--- config.mk ---
export PLATFORM = sky130hd
export DESIGN_NAME = ax_cycle_window_ctrl
export DESIGN_NICKNAME = d
export VERILOG_FILES = /design/src/rtl/ax_cycle_window_ctrl.sv
export SDC_FILE = /design/constraint.sdc
export NUM_CORES = 1
export LEC_CHECK = 0
export CAP_MARGIN = 20
export CORE_MARGIN = 3
export CORE_UTILIZATION = 59
export CTS_CLUSTER_DIAMETER = 80
export DETAILED_ROUTE_END_ITERATION = 7
export PLACE_DENSITY = 0.86
export SKIP_LAST_GASP = 1
export SYNTH_ARGS = -nofsm -noshare
export SYNTH_HDL_FRONTEND = slang
export SYNTH_SLANG_ARGS = --single-unit
--- constraint.sdc ---
create_clock -name clk -period 3.4 [get_ports clk]
set_input_delay 0.68 -clock clk [delete_from_list [all_inputs] [get_ports clk]]
set_output_delay 0.68 -clock clk [all_outputs]
set_load 0.02 [all_outputs]
--- src/rtl/ax_cycle_window_ctrl.sv ---
`default_nettype none
// ============================================================================
//  Module   : ax_cycle_window_ctrl
//  Purpose  : Window sequencer and threshold CSR for the cycle-based
//             approximate-branch decider in the FetchUnit. Tracks entry and
//             exit of approximate code regions seen at commit and drives the
//             decider's cyclecounter / begincycle / threshold inputs so that
//             (elapsed > threshold) can only appear inside an armed window.
//  Ports    : clk, rst_n (async, active low)
//             region_begin / region_end / flush : commit-side window events
//             csr_we / csr_re / csr_addr / csr_wdata / csr_rdata : CSR port
//               addr 0=THRESH(RW) 1=CTRL(RW) 2=STATUS(RO) 3=BEGIN(RO)
//             cyclecounter / begincycle / threshold : decider inputs
//             window_active, expired_pulse : status to the fetch stage
//  Revision : 1.0  initial release
// ============================================================================
module ax_cycle_window_ctrl #(
    parameter int          CNT_WIDTH     = 32,
    parameter int unsigned RST_THRESHOLD = 1000,
    parameter int          EXP_CNT_WIDTH = 16
) (
    input  logic                 clk,
    input  logic                 rst_n,
    input  logic                 region_begin,
    input  logic                 region_end,
    input  logic                 flush,
    input  logic                 csr_we,
    input  logic                 csr_re,
    input  logic [1:0]           csr_addr,
    input  logic [CNT_WIDTH-1:0] csr_wdata,
    output logic [CNT_WIDTH-1:0] csr_rdata,
    output logic [CNT_WIDTH-1:0] cyclecounter,
    output logic [CNT_WIDTH-1:0] begincycle,
    output logic [CNT_WIDTH-1:0] threshold,
    output logic                 window_active,
    output logic                 expired_pulse
);

    localparam logic [1:0] c_st_idle    = 2'd0;
    localparam logic [1:0] c_st_active  = 2'd1;
    localparam logic [1:0] c_st_expired = 2'd2;

    localparam logic [1:0] c_addr_thresh = 2'd0;
    localparam logic [1:0] c_addr_ctrl   = 2'd1;
    localparam logic [1:0] c_addr_status = 2'd2;

    localparam logic [CNT_WIDTH-1:0]     c_ones      = '1;
    localparam logic [CNT_WIDTH-1:0]     c_one       = CNT_WIDTH'(1);
    localparam logic [CNT_WIDTH-1:0]     c_rst_thr   = CNT_WIDTH'(RST_THRESHOLD);
    localparam logic [EXP_CNT_WIDTH-1:0] c_exp_ones  = '1;
    localparam logic [EXP_CNT_WIDTH-1:0] c_exp_one   = EXP_CNT_WIDTH'(1);
    localparam int                       c_status_w  = EXP_CNT_WIDTH + 16;

    logic [1:0]               r_state;
    logic [CNT_WIDTH-1:0]     r_abs_cnt;
    logic [CNT_WIDTH-1:0]     r_elapsed;
    logic [CNT_WIDTH-1:0]     r_begin_lat;
    logic [CNT_WIDTH-1:0]     r_thr_shadow;
    logic [CNT_WIDTH-1:0]     r_thr_act;
    logic                     r_en;
    logic                     r_rearm;
    logic [EXP_CNT_WIDTH-1:0] r_exp_cnt;
    logic [CNT_WIDTH-1:0]     r_csr_rdata;
    logic [CNT_WIDTH-1:0]     r_cyclecounter;
    logic [CNT_WIDTH-1:0]     r_begincycle;
    logic [CNT_WIDTH-1:0]     r_threshold;
    logic                     r_window_active;
    logic                     r_expired_pulse;

    logic [1:0]               w_state_nxt;
    logic [CNT_WIDTH-1:0]     w_elapsed_nxt;
    logic [CNT_WIDTH-1:0]     w_elapsed_inc;
    logic [CNT_WIDTH-1:0]     w_thr_act_nxt;
    logic                     w_start;
    logic                     w_expire;
    logic                     w_en_clear;
    logic [c_status_w-1:0]    w_status_raw;
    logic [CNT_WIDTH-1:0]     w_status;
    logic [CNT_WIDTH-1:0]     w_ctrl;
    logic [CNT_WIDTH-1:0]     w_rd_mux;

    // A CTRL write with EN=0 closes the window on the same edge it lands.
    assign w_en_clear = csr_we && (csr_addr == c_addr_ctrl) && !csr_wdata[0];

    assign w_elapsed_inc = (r_elapsed == c_ones) ? r_elapsed : (r_elapsed + c_one);

    always_comb begin
        w_state_nxt   = r_state;
        w_elapsed_nxt = r_elapsed;
        w_start       = 1'b0;
        w_expire      = 1'b0;
        case (r_state)
            c_st_idle: begin
                // flush and region_end both outrank a simultaneous begin
                if (region_begin && r_en && !flush && !region_end)
                    w_start = 1'b1;
            end
            c_st_active: begin
                w_elapsed_nxt = w_elapsed_inc;
                if (flush || region_end) begin
                    w_state_nxt = c_st_idle;
                end else if ((r_elapsed == r_thr_act) && (r_thr_act != c_ones)) begin
                    // An all-ones threshold can never be exceeded, so it never expires.
                    w_state_nxt = c_st_expired;
                    w_expire    = 1'b1;
                end
            end
            c_st_expired: begin
                w_elapsed_nxt = w_elapsed_inc;
                if (flush || region_end)
                    w_state_nxt = c_st_idle;
                else if (region_begin && r_rearm)
                    w_start = 1'b1;
            end
            default: begin
                w_state_nxt = c_st_idle;
            end
        endcase

        if (w_start) begin
            w_state_nxt   = c_st_active;
            w_elapsed_nxt = '0;
        end

        if (!r_en || w_en_clear) begin
            w_state_nxt   = c_st_idle;
            w_elapsed_nxt = r_elapsed;
            w_start       = 1'b0;
            w_expire      = 1'b0;
        end
    end

    // The live compare value only changes when a window opens.
    assign w_thr_act_nxt = w_start ? r_thr_shadow : r_thr_act;

    assign w_status_raw = {r_exp_cnt, 14'b0, r_state};

    generate
        if (c_status_w >= CNT_WIDTH) begin : g_status_trunc
            assign w_status = w_status_raw[CNT_WIDTH-1:0];
        end else begin : g_status_ext
            assign w_status = {{(CNT_WIDTH-c_status_w){1'b0}}, w_status_raw};
        end
    endgenerate

    assign w_ctrl = {{(CNT_WIDTH-2){1'b0}}, r_rearm, r_en};

    always_comb begin
        w_rd_mux = r_begin_lat;
        case (csr_addr)
            c_addr_thresh: w_rd_mux = r_thr_shadow;
            c_addr_ctrl:   w_rd_mux = w_ctrl;
            c_addr_status: w_rd_mux = w_status;
            default:       w_rd_mux = r_begin_lat;
        endcase
    end

    always_ff @(posedge clk or negedge rst_n) begin
        if (!rst_n) begin
            r_state      <= c_st_idle;
            r_abs_cnt    <= '0;
            r_elapsed    <= '0;
            r_begin_lat  <= '0;
            r_thr_shadow <= c_rst_thr;
            r_thr_act    <= c_rst_thr;
            r_en         <= 1'b0;
            r_rearm      <= 1'b0;
            r_exp_cnt    <= '0;
            r_csr_rdata  <= '0;
        end else begin
            r_state   <= w_state_nxt;
            r_abs_cnt <= r_abs_cnt + c_one;
            r_elapsed <= w_elapsed_nxt;
            r_thr_act <= w_thr_act_nxt;
            if (w_start)
                r_begin_lat <= r_abs_cnt;
            if (w_expire && (r_exp_cnt != c_exp_ones))
                r_exp_cnt <= r_exp_cnt + c_exp_one;
            if (csr_we && (csr_addr == c_addr_thresh))
                r_thr_shadow <= csr_wdata;
            if (csr_we && (csr_addr == c_addr_ctrl)) begin
                r_en    <= csr_wdata[0];
                r_rearm <= csr_wdata[1];
            end
            if (csr_re)
                r_csr_rdata <= w_rd_mux;
        end
    end

    // Decider inputs are registered from next-state values so they line up
    // with the state register and never pass through output-side logic.
    always_ff @(posedge clk or negedge rst_n) begin
        if (!rst_n) begin
            r_cyclecounter  <= '0;
            r_begincycle    <= c_ones;
            r_threshold     <= '0;
            r_window_active <= 1'b0;
            r_expired_pulse <= 1'b0;
        end else begin
            r_window_active <= (w_state_nxt != c_st_idle);
            r_expired_pulse <= w_expire;
            if (w_state_nxt == c_st_idle) begin
                // begincycle all-ones keeps the decider sum saturated: never taken
                r_cyclecounter <= '0;
                r_begincycle   <= c_ones;
                r_threshold    <= '0;
            end else begin
                r_cyclecounter <= w_elapsed_nxt;
                r_begincycle   <= '0;
                r_threshold    <= w_thr_act_nxt;
            end
        end
    end

    assign csr_rdata     = r_csr_rdata;
    assign cyclecounter  = r_cyclecounter;
    assign begincycle    = r_begincycle;
    assign threshold     = r_threshold;
    assign window_active = r_window_active;
    assign expired_pulse = r_expired_pulse;

endmodule
`default_nettype wire

==> summary.txt <==
Timing
  • Final Max Slew Viols: 0
  • RSZ-0062 raised after global routing: no
  • Maximum clock rate: approximately 0.36 GHz
  • Fin worst setup slack: 0.660 ns
  • Period minus WS final: 2.74 ns
  • # setup viols final: 0
  • Rel. slew slack: 28.7%
  • Hold Fails Final Rpt: 0
  • Least-Margin Pin Slew: 1.07 ns
  • Tcrit/Tclk final: 80.6%
  • Setup TNS: 0 ns
  • Layout Skew: roughly 0.0086 ns

Clock network
  • Worst skew pair latency: around 0.55 ns
  • CTS Hold Bufs: 0
  • Clock sink count: about 280
  • Post-CTS Resized: 0
  • Root Driver: clkbuf_16
  • H-tree lvl count: 1
  • CTS tree: done
  • CTS max path bufs: 3
  • Setup bufs post-CTS: 0
  • Total CTS buffers: 28
  • Clock transition at path regs: 0.06 ns

Synth
  • Register area share after synthesis: 57.0%
  • Count leader, synth: dfrtp_1
  • Post-Synthesis Cells: 1037
  • Post-synth top area cell: dfrtp_1
  • Top-area cell type share of the netlist area: 54.2%
  • Yosys cell types: 47
  • Dominant synthesized flop cell: dfrtp_1
  • FF+latch count, synth: 279
  • Netlist area before placement: 0.0123 sq mm
  • Syn Nets: 1085
  • Async set or reset register ratio after synthesis: 100%
  • EDFF count, synth: 0
  • Mean Syn Cell Area: roughly 12 sq um
  • Post-synth top cells: 266 x dfrtp_1, 107 x nor2_1, 101 x mux2_2
  • Top post-synthesis cells by area: dfrtp_1 54%, mux2_2 9.3%, xnor2_1 5.4%
  • Synth warnings: 0

GRT
  • Largest net degree at the start of global routing: 79
  • Tot GR Track Use: a little over a quarter
  • Vias in the first global route: 8746
  • Overflow after GRT: 0
  • First-pass GRT wire length: approximately 47000 um
  • Initial antenna violation count: 0

Detailed routing
  • Per-cell routed wire length: 20.1 um
  • Initial DRT Pass Iterations: 5
  • DR iter-0 viols: 750
  • Total Wirelength: ~30000 um
  • DRC viols: 0
  • Routed via count: between 8k and 9k
  • Via-to-Cell Ratio: 5.89
  • ANT nets after route: 0

Floorplanning
  • Width of the die: between 150 and 200 um
  • I/O pins: 171
  • Row count: 52
  • Core area: 0.0204 sq mm
  • Die Y: 150 um
  • Die area: 0.0226 sq mm
  • Initial Utilization: between 60% and 70%

Placed design
  • Placed Cells: 1411
  • Hpwl dp: 20100 um
  • Port bufs: 170
  • Routability Congestion: slightly above 0.9
  • Post-Place Setup Slack: 0.326 ns

Setup path
  • Crit-path slowest cell: dfstp_2
  • Reg2reg start: r_elapsed[26]
  • Reg2Reg Depth: 7
  • Crit end category: output pin
  • FF-to-FF setup slack: just over 0.7 ns
  • WP depth: 1
  • Crit path to: begincycle[11]
  • CP bufs+invs: 1
  • Startpoint Class: flip-flop
  • Crit path DAT: 2.06 ns
  • Crit path max fanout: 32
  • Critical Path, Cell by Cell: clkdlybuf4s50_1
  • Critical path's largest stage delay: 0.81 ns
  • Worst EP required: approximately 2.7 ns
  • Worst flop-to-flop path endpoint: threshold[27]
  • CP Class: reg2out
  • Crit path launch: begincycle[30]
  • CP top delay family: flip-flops

Pwr
  • Leak: roughly 6.5 nW
  • Peak supply drop: ~0.50 mV
  • Pwr Density: 598 mW/mm^2

Cells and area
  • # diodes: 0
  • Layout area overhead: 23.0%
  • Cell Count, Final, Fillers Out: 1464
  • Layout cells sized above 1: 17.4%
  • Final net count: 1220
  • Layout Utilization: 74.2%

Flow run
  • # Max-Cap Violations: 0

Worst hold path
  • Worst hold path class: in2async

Outcome
  • Outcome: finished, final reports clean
-- power breakdown --
| part | internal, mW | switching, mW | total, mW |
|---|---|---|---|
| Clock | 1.96 | 1.32 | 3.27 |
| Sequential | 3.76 | 0.502 | 4.26 |
| Combinational | 0.767 | 0.730 | 1.50 |
| Total | 6.49 | 2.55 | 9.03 |
-- cells in the final DEF (no fill, tap or decap), types with 29 or more instances in the layout --
cell and count:
a21oi_1 46, nand3_1 39, nand4_1 41, mux2_2 101, nor2_1 106, a211oi_1 29
dfrtp_1 266, xor2_1 32, nand2_1 34, clkdlybuf4s50_1 168, a21boi_0 32, xnor2_1 76
-- routing by layer --
metal,global-route usage [%],up-vias,share of wire [%]
met2,41.4,379,48
li1,-,3886,-
met1,38.3,4303,42
met3,4.15,57,7.3
met4,7.23,0,2.4
met5,0,-,0
-- worst min path at each step --
| stage | cells after the start | slack, ns | end | startpoint |
|---|---|---|---|---|
| after global placement | 1 | 0.45 | r_abs_cnt[31] | r_abs_cnt[31] |
| after detailed placement | 1 | 0.48 | r_abs_cnt[29] | r_abs_cnt[29] |
| after CTS | 1 | 0.14 | cyclecounter[23] | rst_n |
| final | 1 | 0.13 | threshold[26] | rst_n |
| after global routing | 1 | 0.16 | cyclecounter[23] | rst_n |
| after floorplan | 0 | 0.38 | csr_rdata[0] | rst_n |
-- final cells by class --
type | instances | area, sq um
well taps | 270 | 338
clock inverters | 17 | 216
fillers | 1325 | 5260
repair buffers | 193 | 1940
multi-input cells | 660 | 4790
inverters | 10 | 37.5
flip-flops and latches | 279 | 7000
clock buffers | 35 | 787
-- sequential cells by signal, indices dropped and copies added, names as in the netlist --
register	count
window_active	1
csr_rdata	32
r_elapsed	32
r_begin_lat	32
cyclecounter	32
begincycle	1
r_abs_cnt	32
threshold	32
r_en	1
r_rearm	1
r_thr_act	32
expired_pulse	1
r_state	2
r_thr_shadow	32
r_exp_cnt	16
-- cell families (layout without fill, tap and decap cells) --
kind of cell	after synthesis	count (layout)	synth area share (%)
AOI/OAI and AO/OA	132	132	7.22
muxes	120	120	11.0
buffers and inverters	98	255	4.20
and+or+nand+nor	293	293	12.2
adders and majority gates	7	7	0.713
DFF	279	279	57.0
xor gates and xnor gates	108	108	7.70
-- per-stage QoR --
step	cell area (sq um)	hold slack (ns)	total power, mW
6_report	15100	0.126	9.03
4_1_cts	15100	0.136	9.06
3_5_place_dp	14100	0.480	5.77
3_3_place_gp	14100	0.451	5.71
2_1_floorplan	12300	0.384	5.11
5_1_grt	15100	0.157	9.39
(Power assumes the default switching activity.)
